### config.mk
export PLATFORM = sky130hd
export DESIGN_NAME = mem_read_sequencer
export DESIGN_NICKNAME = d
export VERILOG_FILES = /design/src/rtl/mem_read_sequencer.sv
export SDC_FILE = /design/constraint.sdc
export NUM_CORES = 1
export LEC_CHECK = 0
export ABC_CLOCK_PERIOD_IN_PS = 2600
export BUFFER_PORTS_ARGS = -buffer_cell sky130_fd_sc_hd__buf_2
export CAP_MARGIN = 40
export CORE_UTILIZATION = 55
export DETAILED_ROUTE_END_ITERATION = 10
export PLACE_DENSITY = 0.87
export RECOVER_POWER = 100
export SYNTH_ARGS = -nofsm -noshare
export SYNTH_HDL_FRONTEND = slang
export SYNTH_SLANG_ARGS = --single-unit
### constraint.sdc
create_clock -name clk -period 2.6 [get_ports clk]
set_input_delay 0.52 -clock clk [delete_from_list [all_inputs] [get_ports clk]]
set_output_delay 0.52 -clock clk [all_outputs]
set_load 0.03 [all_outputs]
### src/rtl/mem_read_sequencer.sv
// Burst read sequencer for a single-port block RAM: issues a wrapping address burst,
// waits out the read latency, then holds data_rdy until the consumer acknowledges.
module mem_read_sequencer #(
    parameter int ADDR_W = 6,
    parameter int RD_LAT = 2,
    parameter int CNT_W  = 16
) (
    input  logic              clk,
    input  logic              reset,
    input  logic              busy,
    input  logic [ADDR_W-1:0] base_addr,
    input  logic [ADDR_W:0]   len,
    input  logic              abort,
    input  logic              data_done,
    output logic              enable_a,
    output logic [ADDR_W-1:0] dir_A,
    output logic [ADDR_W-1:0] dir_A_buff,
    output logic              valid_buff,
    output logic              data_rdy,
    output logic [CNT_W-1:0]  frame_cnt
);

    typedef enum logic [1:0] {IDLE, READ, DRAIN, WAIT} state_t;

    localparam int              LAT_W = (RD_LAT > 1) ? $clog2(RD_LAT) : 1;
    localparam logic [ADDR_W:0] DEPTH = {1'b1, {ADDR_W{1'b0}}};

    state_t              state_q, state_d;
    logic [ADDR_W-1:0]   dir_q, dir_d;
    logic [ADDR_W:0]     len_q, len_d;
    logic [ADDR_W:0]     issue_q, issue_d;
    logic [LAT_W-1:0]    lat_q, lat_d;
    logic                aborted_q, aborted_d;
    logic [CNT_W-1:0]    frame_q, frame_d;
    logic [ADDR_W-1:0]   dir_pipe_q [RD_LAT];
    logic [ADDR_W-1:0]   dir_pipe_d [RD_LAT];
    logic [RD_LAT-1:0]   vld_pipe_q, vld_pipe_d;

    assign enable_a   = (state_q == READ);
    assign data_rdy   = (state_q == WAIT);
    assign dir_A      = dir_q;
    assign dir_A_buff = dir_pipe_q[RD_LAT-1];
    assign valid_buff = vld_pipe_q[RD_LAT-1];
    assign frame_cnt  = frame_q;

    always_comb begin
        state_d   = state_q;
        dir_d     = dir_q;
        len_d     = len_q;
        issue_d   = issue_q;
        lat_d     = lat_q;
        aborted_d = aborted_q;
        frame_d   = frame_q;
        case (state_q)
            IDLE: begin
                dir_d = '0;
                if (!busy) begin
                    state_d   = READ;
                    dir_d     = base_addr;
                    len_d     = (len == '0 || len > DEPTH) ? DEPTH : len;
                    issue_d   = '0;
                    aborted_d = 1'b0;
                end
            end
            READ: begin
                lat_d = '0;
                if (abort) begin
                    aborted_d = 1'b1;
                end
                // The last (or aborted) read keeps its address so DRAIN holds it.
                if (abort || issue_q == len_q - 1'b1) begin
                    state_d = DRAIN;
                end else begin
                    dir_d   = dir_q + 1'b1;
                    issue_d = issue_q + 1'b1;
                end
            end
            DRAIN: begin
                if (abort) begin
                    aborted_d = 1'b1;
                end
                if (lat_q == LAT_W'(RD_LAT - 1)) begin
                    state_d = (aborted_q || abort) ? IDLE : WAIT;
                    dir_d   = '0;
                end else begin
                    lat_d = lat_q + 1'b1;
                end
            end
            WAIT: begin
                dir_d = '0;
                if (data_done) begin
                    frame_d = frame_q + 1'b1;
                    state_d = IDLE;
                end
            end
            default: begin
                state_d = IDLE;
                dir_d   = '0;
            end
        endcase
    end

    // Delay line keeps address and valid aligned with the memory's output latency.
    always_comb begin
        dir_pipe_d = dir_pipe_q;
        vld_pipe_d = vld_pipe_q;
        for (int i = RD_LAT - 1; i > 0; i--) begin
            dir_pipe_d[i] = dir_pipe_q[i-1];
            vld_pipe_d[i] = vld_pipe_q[i-1];
        end
        dir_pipe_d[0] = dir_q;
        vld_pipe_d[0] = enable_a;
    end

    always_ff @(posedge clk) begin
        if (reset) begin
            state_q    <= IDLE;
            dir_q      <= '0;
            len_q      <= '0;
            issue_q    <= '0;
            lat_q      <= '0;
            aborted_q  <= 1'b0;
            frame_q    <= '0;
            vld_pipe_q <= '0;
            for (int i = 0; i < RD_LAT; i++) begin
                dir_pipe_q[i] <= '0;
            end
        end else begin
            state_q    <= state_d;
            dir_q      <= dir_d;
            len_q      <= len_d;
            issue_q    <= issue_d;
            lat_q      <= lat_d;
            aborted_q  <= aborted_d;
            frame_q    <= frame_d;
            vld_pipe_q <= vld_pipe_d;
            for (int i = 0; i < RD_LAT; i++) begin
                dir_pipe_q[i] <= dir_pipe_d[i];
            end
        end
    end

endmodule

* After elaboration in Yosys (flattened, before gate mapping) *
Cells that the tools add are included.

storage, ports and cells
  register bits = 54
  output and inout bits = 31

operators by class
  add/sub/neg operators = 5
  order comparisons = 1
  eq/ne operators = 10
  multiplexer cells = 19
  bitwise operators = 1
  reduce and logical (&&, ||, !) cells = 15

operators by type and width
  operator                                                number
  one-hot mux 6 bit (4 select lines)                      1
  two-way mux 7 bit                                       3
  two-way mux 6 bit                                       3
  adder 16 x 1 -> 16 bit (second input constant)          1
  one-hot mux 7 bit (2 select lines)                      1
  two-way mux 2 bit                                       5
  inequality test 2 bit (second input constant)           4
  one-hot mux 2 bit (4 select lines)                      1
  adder 7 x 1 -> 7 bit (second input constant)            1
  == test 7 bit                                           1
  greater-than comparator 7 bit (second input constant)   1
  logical NOT 7 bit                                       1
  subtractor 7 x 1 -> 7 bit (second input constant)       1
  adder 6 x 1 -> 6 bit (second input constant)            1
  AND reduction 2 bit                                     3
  AND reduction 3 bit                                     2
  nonzero test 2 bit                                      3
  == test 2 bit (second input constant)                   2
  inequality test 2 x 1 -> 1 bit (second input constant)  2
  one-hot mux 1 bit (2 select lines)                      2
  AND reduction 4 bit                                     1
  logical OR 1 bit                                        3
  two-way mux 1 bit                                       3
  == test 2 x 1 -> 1 bit (second input constant)          1
  4 further kinds                                         4

* Depth between registers and ports, before layout *
  word-level depth = 5
  gate-level depth with buffers = 10
  mapped depth without buffers = 9

* Worst setup path after synthesis *
Ideal clock, no wire load.

  path type = reg-to-reg
  start point = reg len_q[0]
  end point = reg issue_q[5]
  library setup time = 59 ps
  arrival time = 1993 ps
  required time = 2541 ps
  setup slack = 548 ps
  stages on the path, launching flop included = 10
  period minus slack after synthesis = 2052 ps
  cell sequence = dfxtp_1 -> inv_1 -> ha_1 -> nor3b_4 -> xor2_1 -> nand3_1 -> a311oi_4 -> or2_4 -> or4_1 -> nand2_1

on the way
  cells in the longest elaborated chain, start to end = 5

ends and longest elaborated chain
  what                             RTL line  RTL
  start, declared                  30        logic [ADDR_W:0] len_q, len_d;
  start signal, assigned           131       len_q <= len_d;
  subtractor 7 x 1 -> 7 bit        71        if (abort || issue_q == len_q - 1'b1) begin
  == test 7 bit                    71
  logical OR 1 bit                 71
  inequality test 2 bit (no line)  -
  AND reduction 3 bit (no line)    -
  end signal, assigned             132       issue_q <= issue_d;
  end, declared                    31        logic [ADDR_W:0] issue_q, issue_d;

Every way passes these cells.
A chain may end at the register's enable or synchronous reset.

* Worst setup path in the final report *
  start point = reg len_q[0]
  end point = reg dir_q[5] (netlist: dir_A[5])

on the way
  cells in the longest elaborated chain, start to end = 5

ends and longest elaborated chain
  what                             RTL line  RTL
  subtractor 7 x 1 -> 7 bit        71
  == test 7 bit                    71
  logical OR 1 bit                 71
  inequality test 2 bit (no line)  -
  AND reduction 2 bit (no line)    -
  end signal, assigned             130       dir_q <= dir_d;
  end, declared                    29        logic [ADDR_W-1:0] dir_q, dir_d;

Every way passes these cells.

==> out/metrics.cfg <==
[place]
dpl-instance-area_um2=2780
io_buffers=48
place_congestion=0.807
detailedPlacementHpwl_um=3610

[logic_synthesis]
netlist_area_um2=2540
synth_edf_count=0
synth_xor_area_frac=0.0999
synthCells=286
seq_area_frac_synth=0.425
synth-async-reset-ratio=0
synth_mux_area_frac=0.00787
ys_warn_count=0
syn_area_per_cell_um2=8.89
netlist_top_cells_area=dfxtp_1 43%, nor2_1 6.2%, xor2_1 6.2%
syn-num-nets=313
yosysTopAreaCell=dfxtp_1
synth_cell_types=43
yosysTopAreaCellShare=0.425
synth_top_family_by_area=simple AND/OR/NAND/NOR gates
synth-adder-area-share=0.0443
synth_ff_type=dfxtp_1
ys_seq_elements=54
synth_compound_area_frac=0.113
synth_simple_gate_area_frac=0.264

[cells_and_area]
design_area_um2=2830
drive_gt1_frac=0.101
multi_input_area_um2=1340
area_growth_pct=11.4
diodes=0
nets=354
nFillCells=374
regArea_um2=1080

[timing]
finalHoldViolCount=0
fin_crit_sh=0.899
grt_setup_unrepaired=false
finalCriticalPeriod_ns=2.34
worst_pin_slew_ns=0.953
clock.fmax_mhz=428
slew_violations=0
tns_ns=0
relSlewSlack=0.365
clock_skew_ns=0.00873
whs_ns=0.441
finalSetupViolCount=0

[routing]
via_per_inst=5.48
antenna_left=0
wire_per_inst_um=12.9
drt-total-wl_um=4910
drc=0
drtPass1Iterations=4
vias=2082
drt_iter0_markers=173

[worst_setup_path]
arrival_ns=2.55
r2r_end=dir_A[5]$_SDFFE_PP0P_
criticalPathCategory=reg -> reg
r2r-start=len_q[0]$_SDFFE_PP0P_
crit_buf_inv=2
worstPathRequired_ns=2.81
endpoint_kind=flop
cpPeakStageDelay_ns=0.40
cp-start-kind=flop
slowest_stage=dfxtp_1
worstPathCellList=inv_1, ha_1, nor3b_4, xor2_1, nand3_1, a311oi_4, a211oi_1, clkbuf_2, a21bo_2, a22o_1
ff2ff_path_depth=10
rrSetupSlack_ns=0.26
path_max_fanout=12
path_delay_family=compound AO/OA/AOI/OAI gates

[floorplan]
die_x_um=70.0
dieArea_um2=4900
row_count=24
start_util=0.580
die_h_um=70.0
core_area_um2=4380
ios=49

[global_routing]
grt_pass1_vias=1953
grt-ovfl-total=0
grtUsageTotal=0.215
grt_max_degree=50
grt_pass1_wl_um=8380
grt_antenna_before_repair=0

[clock_network]
htreeDepth=2
cts_buffers=5
cts_tree=built
post_cts_resized=0
clock_latency_ns=0.31
cts_setup_buffers=0
clk_pin_slew_worst_paths_ns=0.10
hold_buffers=0
clock_sinks=54
cts_root_buf=clkbuf_8
cts_buffer_depth=2

[pwr]
max-vdd-ir-drop_v=0.000426
powerDensity_nw_per_um2=829
p_leak_nw=1.11

[run_status]
outcome=finished, final reports clean

[hold_path]
hp-class=reg -> reg
hold_depth=1
worst_hold_startpoint=dir_pipe_d[5]$_SDFF_PP0_
min_to=dir_A_buff[5]$_SDFF_PP0_

[job]
max_cap_violations=0

==> cells in the mapped netlist (7+ instances only) <==
library cell	number
nor2_1	42
inv_1	7
nand2_1	16
nand3_1	12
clkbuf_1	7
xor2_1	18
dfxtp_1	54
nor2b_1	16
a21oi_1	19
xnor2_1	11
buf_4	7
nor3b_1	9
ha_1	9
==> registers in the layout, indices dropped and copies added (netlist names) <==
register and count:
dir_A_buff 6, vld_pipe_q 2, state_q 2, dir_A 6
issue_q 7, lat_q 1, aborted_q 1, dir_pipe_d 6
frame_cnt 16, len_q 7
==> metal layers <==
metal / vias to the layer above / part of all wire / GRT usage
met5: - / 0 / 0
met4: 0 / 0.013 / 0.0778
met3: 6 / 0.046 / 0.0505
met2: 53 / 0.50 / 0.370
met1: 965 / 0.44 / 0.260
li1: 1058 / - / -
==> placed cells by master, fill, tap and decap left out, types with 2 or more instances in the layout <==
master	Yosys	routed
a22oi_1	3	3
nor3b_1	9	9
a211oi_1	5	5
or3_1	3	3
o21ai_0	4	4
buf_2	1	17
inv_1	7	7
nand4_1	3	4
a22o_1	2	2
clkbuf_1	7	33
mux2i_1	2	2
nor3_1	6	6
clkbuf_2	0	2
o211ai_1	2	2
a21oi_1	19	19
nor2b_1	16	16
and4_1	3	3
ha_1	9	9
nand2_1	16	16
and3_1	5	5
dfxtp_1	54	54
nand3_1	12	12
nand2b_1	2	2
xor2_1	18	18
nor2_1	42	42
xnor2_1	11	11
clkbuf_8	0	5
==> stage by stage <==
step	cells	utilization	total power, mW	worst slack, ns
after global placement	372	0.634	1.81	0.423
after global routing	380	0.646	2.49	0.127
final	380	0.646	2.35	0.263
after CTS	380	0.659	2.40	0.318
after detailed placement	372	0.634	1.84	0.327
after floorplan	286	-	1.69	0.548
==> area by class of cell <==
cell class	instances	share of cell area
clock buffer	6	0.0256
multi-input combinational	208	0.471
timing repair buffer	51	0.0760
sequential	54	0.382
inverter	7	0.00928
tap	52	0.0230
clock inverter	2	0.0133
==> logic make-up after synthesis <==
group	Yosys count
AOI/OAI and AO/OA	42
muxes	2
DFF	54
adders and majority gates	9
xor gates and xnor gates	29
buffers and inverters	24
and+or+nand+nor	126
==> how the worst max path moves through the flow <==
| stage | cells after the start | end | startpoint |
|---|---|---|---|
| after detailed placement | 10 | dir_A[5]$_SDFFE_PP0P_ | len_q[0]$_SDFFE_PP0P_ |
| after global placement | 10 | dir_A[5]$_SDFFE_PP0P_ | len_q[0]$_SDFFE_PP0P_ |
| final | 10 | dir_A[5]$_SDFFE_PP0P_ | len_q[0]$_SDFFE_PP0P_ |
| after CTS | 10 | dir_A[5]$_SDFFE_PP0P_ | len_q[0]$_SDFFE_PP0P_ |
| after global routing | 10 | dir_A[5]$_SDFFE_PP0P_ | len_q[0]$_SDFFE_PP0P_ |
| after floorplan | 9 | issue_q[5]$_SDFFE_PP0P_ | len_q[0]$_SDFFE_PP0P_ |
==> power by group <==
part           leakage, nW  switching, mW  internal [mW]  total [mW]
clock network       0.0514          0.267          0.287       0.555
logic                0.624          0.491          0.289       0.780
registers            0.438         0.0882          0.925        1.01
==> worst register-to-register path, delay by kind of cell, from the launching register on <==
| kind | cells | cell delay [ns] |
|---|---|---|
| DFF | 1 | 0.40 |
| adders and majority gates | 1 | 0.22 |
| buffers and inverters | 2 | 0.33 |
| and+or+nand+nor | 2 | 0.33 |
| AOI/OAI and AO/OA | 4 | 0.82 |
| xor gates and xnor gates | 1 | 0.15 |
Note: power is estimated with default switching activity, not from simulation.
